**config.mk**
```make
export PLATFORM = sky130hd
export DESIGN_NAME = instruction_fetch_flat
export DESIGN_NICKNAME = d
export VERILOG_FILES = /design/src/rtl/fetch_pkg.sv /design/src/rtl/instruction_fetch_if.sv /design/src/rtl/fetch_fifo.sv /design/src/rtl/instruction_fetch.sv /design/src/flat_wrapper.sv
export SDC_FILE = /design/constraint.sdc
export NUM_CORES = 1
export LEC_CHECK = 0
export BUFFER_PORTS_ARGS = -buffer_cell sky130_fd_sc_hd__clkbuf_2
export CAP_MARGIN = 30
export CORE_ASPECT_RATIO = 1.25
export CORE_MARGIN = 2
export CORE_UTILIZATION = 40
export CTS_CLUSTER_DIAMETER = 150
export DETAILED_ROUTE_END_ITERATION = 16
export PLACE_DENSITY_LB_ADDON = 0.08
export SYNTH_ARGS = -nofsm -noshare
export SYNTH_HDL_FRONTEND = slang
export SYNTH_SLANG_ARGS = --single-unit
```
**constraint.sdc**
```tcl
create_clock -name clk -period 11.1 [get_ports clk]
set_clock_uncertainty 0.1 [all_clocks]
set_input_delay 1.11 -clock clk [delete_from_list [all_inputs] [get_ports clk]]
set_output_delay 1.11 -clock clk [all_outputs]
set_load 0.005 [all_outputs]
```
**src/rtl/fetch_pkg.sv**
```systemverilog
// Shared fetch-stage definitions: instruction size, pc increment and the buffered entry type.
package fetch_pkg;

    localparam int INSTR_BYTES = 4;
    localparam int PC_INC      = 4;

    typedef struct packed {
        logic [63:0] pc;
        logic [31:0] instr;
    } fetch_entry_t;

endpackage

```
**src/rtl/instruction_fetch_if.sv**
```systemverilog
// Fetch-stage bus: instruction memory address/data, redirect input and the decode handshake.
interface instruction_fetch_if #(
    parameter int PC_WIDTH    = 64,
    parameter int INSTR_WIDTH = 32
);
    logic [PC_WIDTH-1:0]    imem_addr;
    logic [INSTR_WIDTH-1:0] imem_instr;
    logic                   redirect_valid;
    logic [PC_WIDTH-1:0]    redirect_target;
    logic                   out_valid;
    logic                   out_ready;
    logic [PC_WIDTH-1:0]    out_pc;
    logic [INSTR_WIDTH-1:0] out_instr;

    modport master (
        output imem_addr,
        input  imem_instr,
        input  redirect_valid,
        input  redirect_target,
        output out_valid,
        input  out_ready,
        output out_pc,
        output out_instr
    );

    modport slave (
        input  imem_addr,
        output imem_instr,
        output redirect_valid,
        output redirect_target,
        input  out_valid,
        output out_ready,
        input  out_pc,
        input  out_instr
    );
endinterface

```
**src/rtl/fetch_fifo.sv**
```systemverilog
// Small power-of-two FIFO holding fetched {pc, instr} entries; flush empties it in one cycle.
module fetch_fifo #(
    parameter int QDEPTH = 2,
    parameter int WIDTH  = 96
) (
    input  logic                        clk,
    input  logic                        reset,
    input  logic                        push,
    input  logic                        pop,
    input  logic                        flush,
    input  logic [WIDTH-1:0]            wdata,
    output logic [WIDTH-1:0]            rdata,
    output logic [$clog2(QDEPTH+1)-1:0] count
);
    localparam int PTR_W = $clog2(QDEPTH);
    localparam int CNT_W = $clog2(QDEPTH+1);

    logic [WIDTH-1:0] mem [QDEPTH];
    logic [PTR_W-1:0] wr_ptr;
    logic [PTR_W-1:0] rd_ptr;
    logic [CNT_W-1:0] count_q;
    logic [WIDTH-1:0] last_q;
    logic             nonempty;
    logic             do_pop;
    logic             do_push;

    assign nonempty = (count_q != '0);
    assign do_pop   = pop & nonempty;
    assign do_push  = push & ((count_q != CNT_W'(QDEPTH)) | do_pop);

    // When empty the head output keeps showing the last entry that was presented.
    assign rdata = nonempty ? mem[rd_ptr] : last_q;
    assign count = count_q;

    always_ff @(posedge clk) begin
        if (reset) begin
            wr_ptr  <= '0;
            rd_ptr  <= '0;
            count_q <= '0;
            last_q  <= '0;
            for (int i = 0; i < QDEPTH; i++) begin
                mem[i] <= '0;
            end
        end else begin
            if (nonempty) begin
                last_q <= mem[rd_ptr];
            end
            if (flush) begin
                wr_ptr  <= '0;
                rd_ptr  <= '0;
                count_q <= '0;
            end else begin
                if (do_push) begin
                    mem[wr_ptr] <= wdata;
                    wr_ptr      <= wr_ptr + PTR_W'(1);
                end
                if (do_pop) begin
                    rd_ptr <= rd_ptr + PTR_W'(1);
                end
                case ({do_push, do_pop})
                    2'b10:   count_q <= count_q + CNT_W'(1);
                    2'b01:   count_q <= count_q - CNT_W'(1);
                    default: count_q <= count_q;
                endcase
            end
        end
    end
endmodule

```
**src/rtl/instruction_fetch.sv**
```systemverilog
// Fetch stage: pc register, next-pc mux and decode handshake around fetch_fifo.
// Optional macro FETCH_PERF_CNT_EN adds fetch_count / redirect_count outputs.
module instruction_fetch
    import fetch_pkg::*;
#(
    parameter int                  PC_WIDTH    = 64,
    parameter int                  INSTR_WIDTH = 32,
    parameter logic [PC_WIDTH-1:0] RESET_PC    = '0,
    parameter int                  QDEPTH      = 2
) (
    input  logic                clk,
    input  logic                reset,
    instruction_fetch_if.master bus
`ifdef FETCH_PERF_CNT_EN
    ,
    output logic [31:0]         fetch_count,
    output logic [31:0]         redirect_count
`endif
);
    localparam int ALIGN_BITS = $clog2(INSTR_BYTES);
    localparam int ENTRY_W    = PC_WIDTH + INSTR_WIDTH;
    localparam int CNT_W      = $clog2(QDEPTH+1);

    logic [PC_WIDTH-1:0] pc;
    logic [PC_WIDTH-1:0] pc_next;
    logic [PC_WIDTH-1:0] target_aligned;
    logic [ENTRY_W-1:0]  head;
    logic [CNT_W-1:0]    count;
    logic                full;
    logic                push;
    logic                pop;

    assign full          = (count == CNT_W'(QDEPTH));
    assign bus.out_valid = (count != '0);
    assign pop           = bus.out_valid & bus.out_ready;
    assign push          = ~bus.redirect_valid & (~full | pop);

    assign target_aligned = {bus.redirect_target[PC_WIDTH-1:ALIGN_BITS], ALIGN_BITS'(0)};

    always_comb begin
        pc_next = pc;
        if (bus.redirect_valid) begin
            pc_next = target_aligned;
        end else if (push) begin
            pc_next = pc + PC_WIDTH'(PC_INC);
        end
    end

    always_ff @(posedge clk) begin
        if (reset) begin
            pc <= RESET_PC;
        end else begin
            pc <= pc_next;
        end
    end

    assign bus.imem_addr = pc;

    fetch_fifo #(
        .QDEPTH (QDEPTH),
        .WIDTH  (ENTRY_W)
    ) u_fifo (
        .clk   (clk),
        .reset (reset),
        .push  (push),
        .pop   (pop),
        .flush (bus.redirect_valid),
        .wdata ({pc, bus.imem_instr}),
        .rdata (head),
        .count (count)
    );

    assign bus.out_pc    = head[ENTRY_W-1:INSTR_WIDTH];
    assign bus.out_instr = head[INSTR_WIDTH-1:0];

`ifdef FETCH_PERF_CNT_EN
    always_ff @(posedge clk) begin
        if (reset) begin
            fetch_count    <= '0;
            redirect_count <= '0;
        end else begin
            if (push) begin
                fetch_count <= fetch_count + 32'd1;
            end
            if (bus.redirect_valid) begin
                redirect_count <= redirect_count + 32'd1;
            end
        end
    end
`endif
endmodule

```
**src/flat_wrapper.sv**
```systemverilog
// flat-port wrapper written by rule: the top's interface ports become plain ports
module instruction_fetch_flat import fetch_pkg::*;
#(
    parameter int                  PC_WIDTH    = 64,
    parameter int                  INSTR_WIDTH = 32,
    parameter logic [PC_WIDTH-1:0] RESET_PC    = '0,
    parameter int                  QDEPTH      = 2
)
  (clk, reset, bus_imem_addr, bus_imem_instr, bus_redirect_valid, bus_redirect_target, bus_out_valid, bus_out_ready, bus_out_pc, bus_out_instr);
  instruction_fetch_if #(.PC_WIDTH(PC_WIDTH), .INSTR_WIDTH(INSTR_WIDTH)) bus_i ();
  input  logic clk;
  input  logic reset;
  output wire logic [$bits(bus_i.imem_addr)-1:0] bus_imem_addr;
  input wire logic [$bits(bus_i.imem_instr)-1:0] bus_imem_instr;
  input wire logic [$bits(bus_i.redirect_valid)-1:0] bus_redirect_valid;
  input wire logic [$bits(bus_i.redirect_target)-1:0] bus_redirect_target;
  output wire logic [$bits(bus_i.out_valid)-1:0] bus_out_valid;
  input wire logic [$bits(bus_i.out_ready)-1:0] bus_out_ready;
  output wire logic [$bits(bus_i.out_pc)-1:0] bus_out_pc;
  output wire logic [$bits(bus_i.out_instr)-1:0] bus_out_instr;
  assign bus_imem_addr = bus_i.imem_addr;
  assign bus_i.imem_instr = bus_imem_instr;
  assign bus_i.redirect_valid = bus_redirect_valid;
  assign bus_i.redirect_target = bus_redirect_target;
  assign bus_out_valid = bus_i.out_valid;
  assign bus_i.out_ready = bus_out_ready;
  assign bus_out_pc = bus_i.out_pc;
  assign bus_out_instr = bus_i.out_instr;
  instruction_fetch #(.PC_WIDTH(PC_WIDTH), .INSTR_WIDTH(INSTR_WIDTH), .RESET_PC(RESET_PC), .QDEPTH(QDEPTH)) u_core (.clk(clk), .reset(reset), .bus(bus_i));
endmodule
```
# --- Word level (Yosys, flattened, before mapping) ---
# Memory sizes are Yosys's and may differ from the RTL's. A register that Yosys moved wholly into a read port is not among the register bits.
# Cells that the tools add are included.
totals:
  ff_bits: 164
  mem_bits_rw: 192
  in_bits: 100
  out_inout_bits: 161
  wordCells: 44
  memories: 1
mem_list:
  columns: ["memory", "words", "word_bits", "rd", "rd_ports_with_merged_regs", "wr", "line_no", "rtl"]
  rows:
  - ["u_core.u_fifo.mem", 2, 96, 1, 1, 2, "fetch_fifo.sv:18", "logic [WIDTH-1:0] mem [QDEPTH];"]
op_classes:
  add_sub_neg: 5
  eq_ne: 4
  mux: 15
  bitwise_logic: 8
  reduce_logical: 5
ops:
  columns: ["cell", "count"]
  rows:
  - ["two-way mux 96 bit", 2]
  - ["two-way mux 64 bit", 2]
  - ["OR reduction 96 bit", 1]
  - ["adder 64 x 3 -> 64 bit, second input constant", 1]
  - ["two-way mux 1 bit", 10]
  - ["nonzero test 2 bit", 3]
  - ["bitwise AND 1 bit", 4]
  - ["== test 2 bit, second input constant", 2]
  - ["case mux 2 bit (2 select lines)", 1]
  - ["adder 1 bit, second input constant", 2]
  - ["adder 2 x 1 -> 2 bit, second input constant", 1]
  - ["== test 2 x 1 -> 1 bit, second input constant", 1]
  - ["!= test 2 bit, second input constant", 1]
  - ["NOT 1 bit", 2]
  - ["OR 1 bit", 2]
  - ["OR reduction 2 bit", 1]
  - ["subtractor 2 x 1 -> 2 bit, second input constant", 1]

# --- Longest topological paths before layout ---
logic_depth:
  ltp_word: 11
  ltp_mapped: 10
  depth_no_buf: 8

# --- Hierarchy ---
# From an unflattened synthesis, not the netlist that was laid out.
unflattened:
  cells_unflattened: 1438
  hier_area_um2: 15865.2
modules_own_cells:
  columns: ["mod", "instances", "cells_per_inst", "area_each_um2", "seq_area_each_um2"]
  rows:
  - ["fetch_fifo", 1, 967, 12017.8, 7787.5]
  - ["instruction_fetch", 1, 471, 3847.4, 1241.2]

# --- Least setup slack after synthesis ---
# OpenSTA, ideal clock, no wires.
synth_path:
  path_kind: "input port to flip-flop"
  startpoint: "input port bus_redirect_valid"
  endpoint: "memory u_core.u_fifo.mem[0][0] (enable)"
  setup_time_ns: 0.676
  t_arrival_ns: 8.711
  required_ns: 10.324
  slack_ns: 1.613
  cell_stages: 6
  n_path_buf: 3
  path_cell_list: "clkbuf_1 -> inv_1 -> clkbuf_1 -> clkbuf_1 -> nand2_1 -> o21ai_0"
synth_lines:
  columns: ["item", "line_no", "rtl"]
  rows:
  - ["start, declared", "flat_wrapper.sv:15", "input wire logic [$bits(bus_i.redirect_valid)-1:0] bus_redirect_valid;"]
  - ["end, declared", "fetch_fifo.sv:18", null]

==> results.cfg <==
[global_routing]
grt_pass1_vias = 10800
grt.total_usage_pct = 20.8
antenna_found_initial = 5
grt_pass1_wl_mm = 63.3
grt_max_degree = 94
grt.overflow.total = 0

[floorplan]
die_w_um = 179
io_pins = 261
die_h_um = 223
design.die.area_um2 = 39900
row_count = 80
coreArea_um2 = 37900
start_util_pct = 40.4

[sta]
setup_tns_ns = 0
setup_slack_ns = 7.00
max_freq_mhz = 244
grt_setup_unrepaired = no
slew_headroom_pct = 37.0
finalHoldViolCount = 0
min_period_ns = 4.10
final_max_slew_viol_count = 0
fin_crit_sh_pct = 36.9
tightest_slew_ns = 0.941
setup_viol = 0

[detailed_routing]
wl_met1_mm = 18.0
dr.max_layer_used = met5
via_count = 11200
wl_met3_mm = 2.66
route.detailed.wl_per_inst_um = 19.5
dr.pass1.iters = 5
drc = 0
wl_mm = 41.9
viasPerCell = 5.25
drt_iter0_markers = 621
wl_met2_mm = 20.1
detail-route-antenna-nets = 0

[final_layout]
fillers = 3498
multi_input_area_um2 = 6000
register_area_um2 = 8920
area_growth_pct = 19.7
layout-drive-gt1-share_pct = 21.6
nNetsFinal = 1719

[min_path]
hp-class = reg2reg

[synth]
synth_commonest_cells = 191 x and2_1, 188 x edfxtp_1, 163 x dfxtp_1, 132 x nand2_1, 105 x o21ai_0
synth_cell_types = 51
ys_ff_latch = 351
syn_area_per_cell_um2 = 10.9
synthArstFlopShare_pct = 0
syn_inst = 1410
synth_area_leader_cell = edfxtp_1
ys_top_cells_by_area = edfxtp_1 37%, dfxtp_1 21%, and2_1 7.8%
synth_area_um2 = 15300
synth_edf_count = 188
yosysMostFrequentCell = and2_1
ys_seq_area_share_pct = 58.1
synth_top_area_share_pct = 36.8
yosys_most_used_dff = edfxtp_1
ys_warn_count = 0

[status]
status = complete, no violations

[setup_path]
start_kind = flop
crit_arrival_ns = 2.89
critPathCaptureType = primary output
cp_max_fo = 43
critPathKind = reg2out
worst_ep_required_time_ns = 9.89

[placed_design]
dp_slack_ns = 6.83
portBuffers = 256
gp_congestion = 0.772
hpwl_mm = 25.5

[clock_network]
htree_levels = 2
clockBufferDepth = 3
numCtsBuffers = 39
cts_sinks = 351
cts_root_buffer = clkbuf_16
post_cts_buffers = 0
ctsHoldBuffers = 0
cts_tree = done
clk-insertion-delay-late_ns = 0.53
ctsResizeCount = 0
clk_pin_slew_ns = 0.06

[pwr]
p_per_area_nw_per_um2 = 164
power.leakage_nw = 7.28
ir_worst_vdd_mv = 0.123

[run]
drv_cap = 0
cell usage in the layout, fill, tap and decap left out, drive strengths merged, types with 6 or more instances in the layout:
master	count
dfxtp	163
nand3	20
xnor2	19
and2	191
xor2	23
o21ai	105
mux2i	99
inv	6
buf	20
a21oi	7
and4	10
a211oi	32
clkbuf	320
a311oi	17
nor4	9
edfxtp	188
nor3	21
nor2	62
nand4	31
or3	8
nand2	132
or4	15
clkinv	8
o31ai	14
and3	102
where the power goes:
part | switching [mW] | internal (mW)
combinational | 0.155 | 0.0981
clock | 0.514 | 0.750
sequential | 0.0488 | 1.44
total | 0.718 | 2.29
through the flow:
stage / util, % / power (mW) / instance area, µm² / instances / hold slack (ns)
floorplan: - / 1.65 / 15300 / 1411 / 0.344
global placement: 44.7 / 1.77 / 17000 / 2063 / 0.358
detailed placement: 45.0 / 1.78 / 17100 / 2068 / 0.364
CTS: 48.4 / 3.05 / 18300 / 2139 / 0.379
global route: 48.4 / 3.13 / 18300 / 2139 / 0.386
finish: 48.4 / 3.01 / 18300 / 2141 / 0.377
critical path, stage by stage, from the launching register on:
cell,delay (ns)
dfxtp_4,0.52
buf_16,0.35
buf_4,0.70
mux2i_1,0.15
o21ai_0,0.38
clkbuf_2,0.19
cell families after synthesis:
group / after synthesis / synth area share [%]
and+or+nand+nor: 614 / 22.4
AOI/OAI and AO/OA: 183 / 7.33
DFF: 351 / 58.1
buffers and inverters: 118 / 3.03
muxes: 99 / 6.47
other: 1 / 0.0245
xor gates and xnor gates: 42 / 2.40
adders and majority gates: 2 / 0.163
worst paths after layout:
check | slack, ns | to | startpoint | cells past startpoint
worst max-delay path | 7.00 | bus_out_pc[16] | flop | 5
worst min-delay path | 0.38 | u_core.u_fifo.last_q[32] | u_core.u_fifo.last_q[32] | 1
worst max register to register | 8.02 | u_core.u_fifo.mem[0][2] | u_core.u_fifo.count[0] | 5
worst min register to register | 0.38 | u_core.u_fifo.last_q[32] | u_core.u_fifo.last_q[32] | 1
flip-flops by register name, indices dropped and copies added (netlist names), named ones only:
register              cells
u_core.bus.imem_addr     62
u_core.u_fifo.wr_ptr      1
u_core.u_fifo.count       2
u_core.u_fifo.last_q     96
u_core.u_fifo.rd_ptr      1
u_core.u_fifo.mem       188
cell type report:
class	count	share of cell area, %
timing repair buffer	276	8.31
antenna	2	0.0273
clock inverter	7	0.177
sequential	351	48.6
tap	492	3.36
multi-input combinational	942	32.7
clock buffer	64	6.66
inverter	7	0.164
per-layer routing:
metal  up-vias  track usage (%)
li1       5491                -
met1      5368             26.7
met2       294             34.6
met3        72             4.81
met4         8             6.24
met5         -                0
Power figures use the tool's default switching activity.
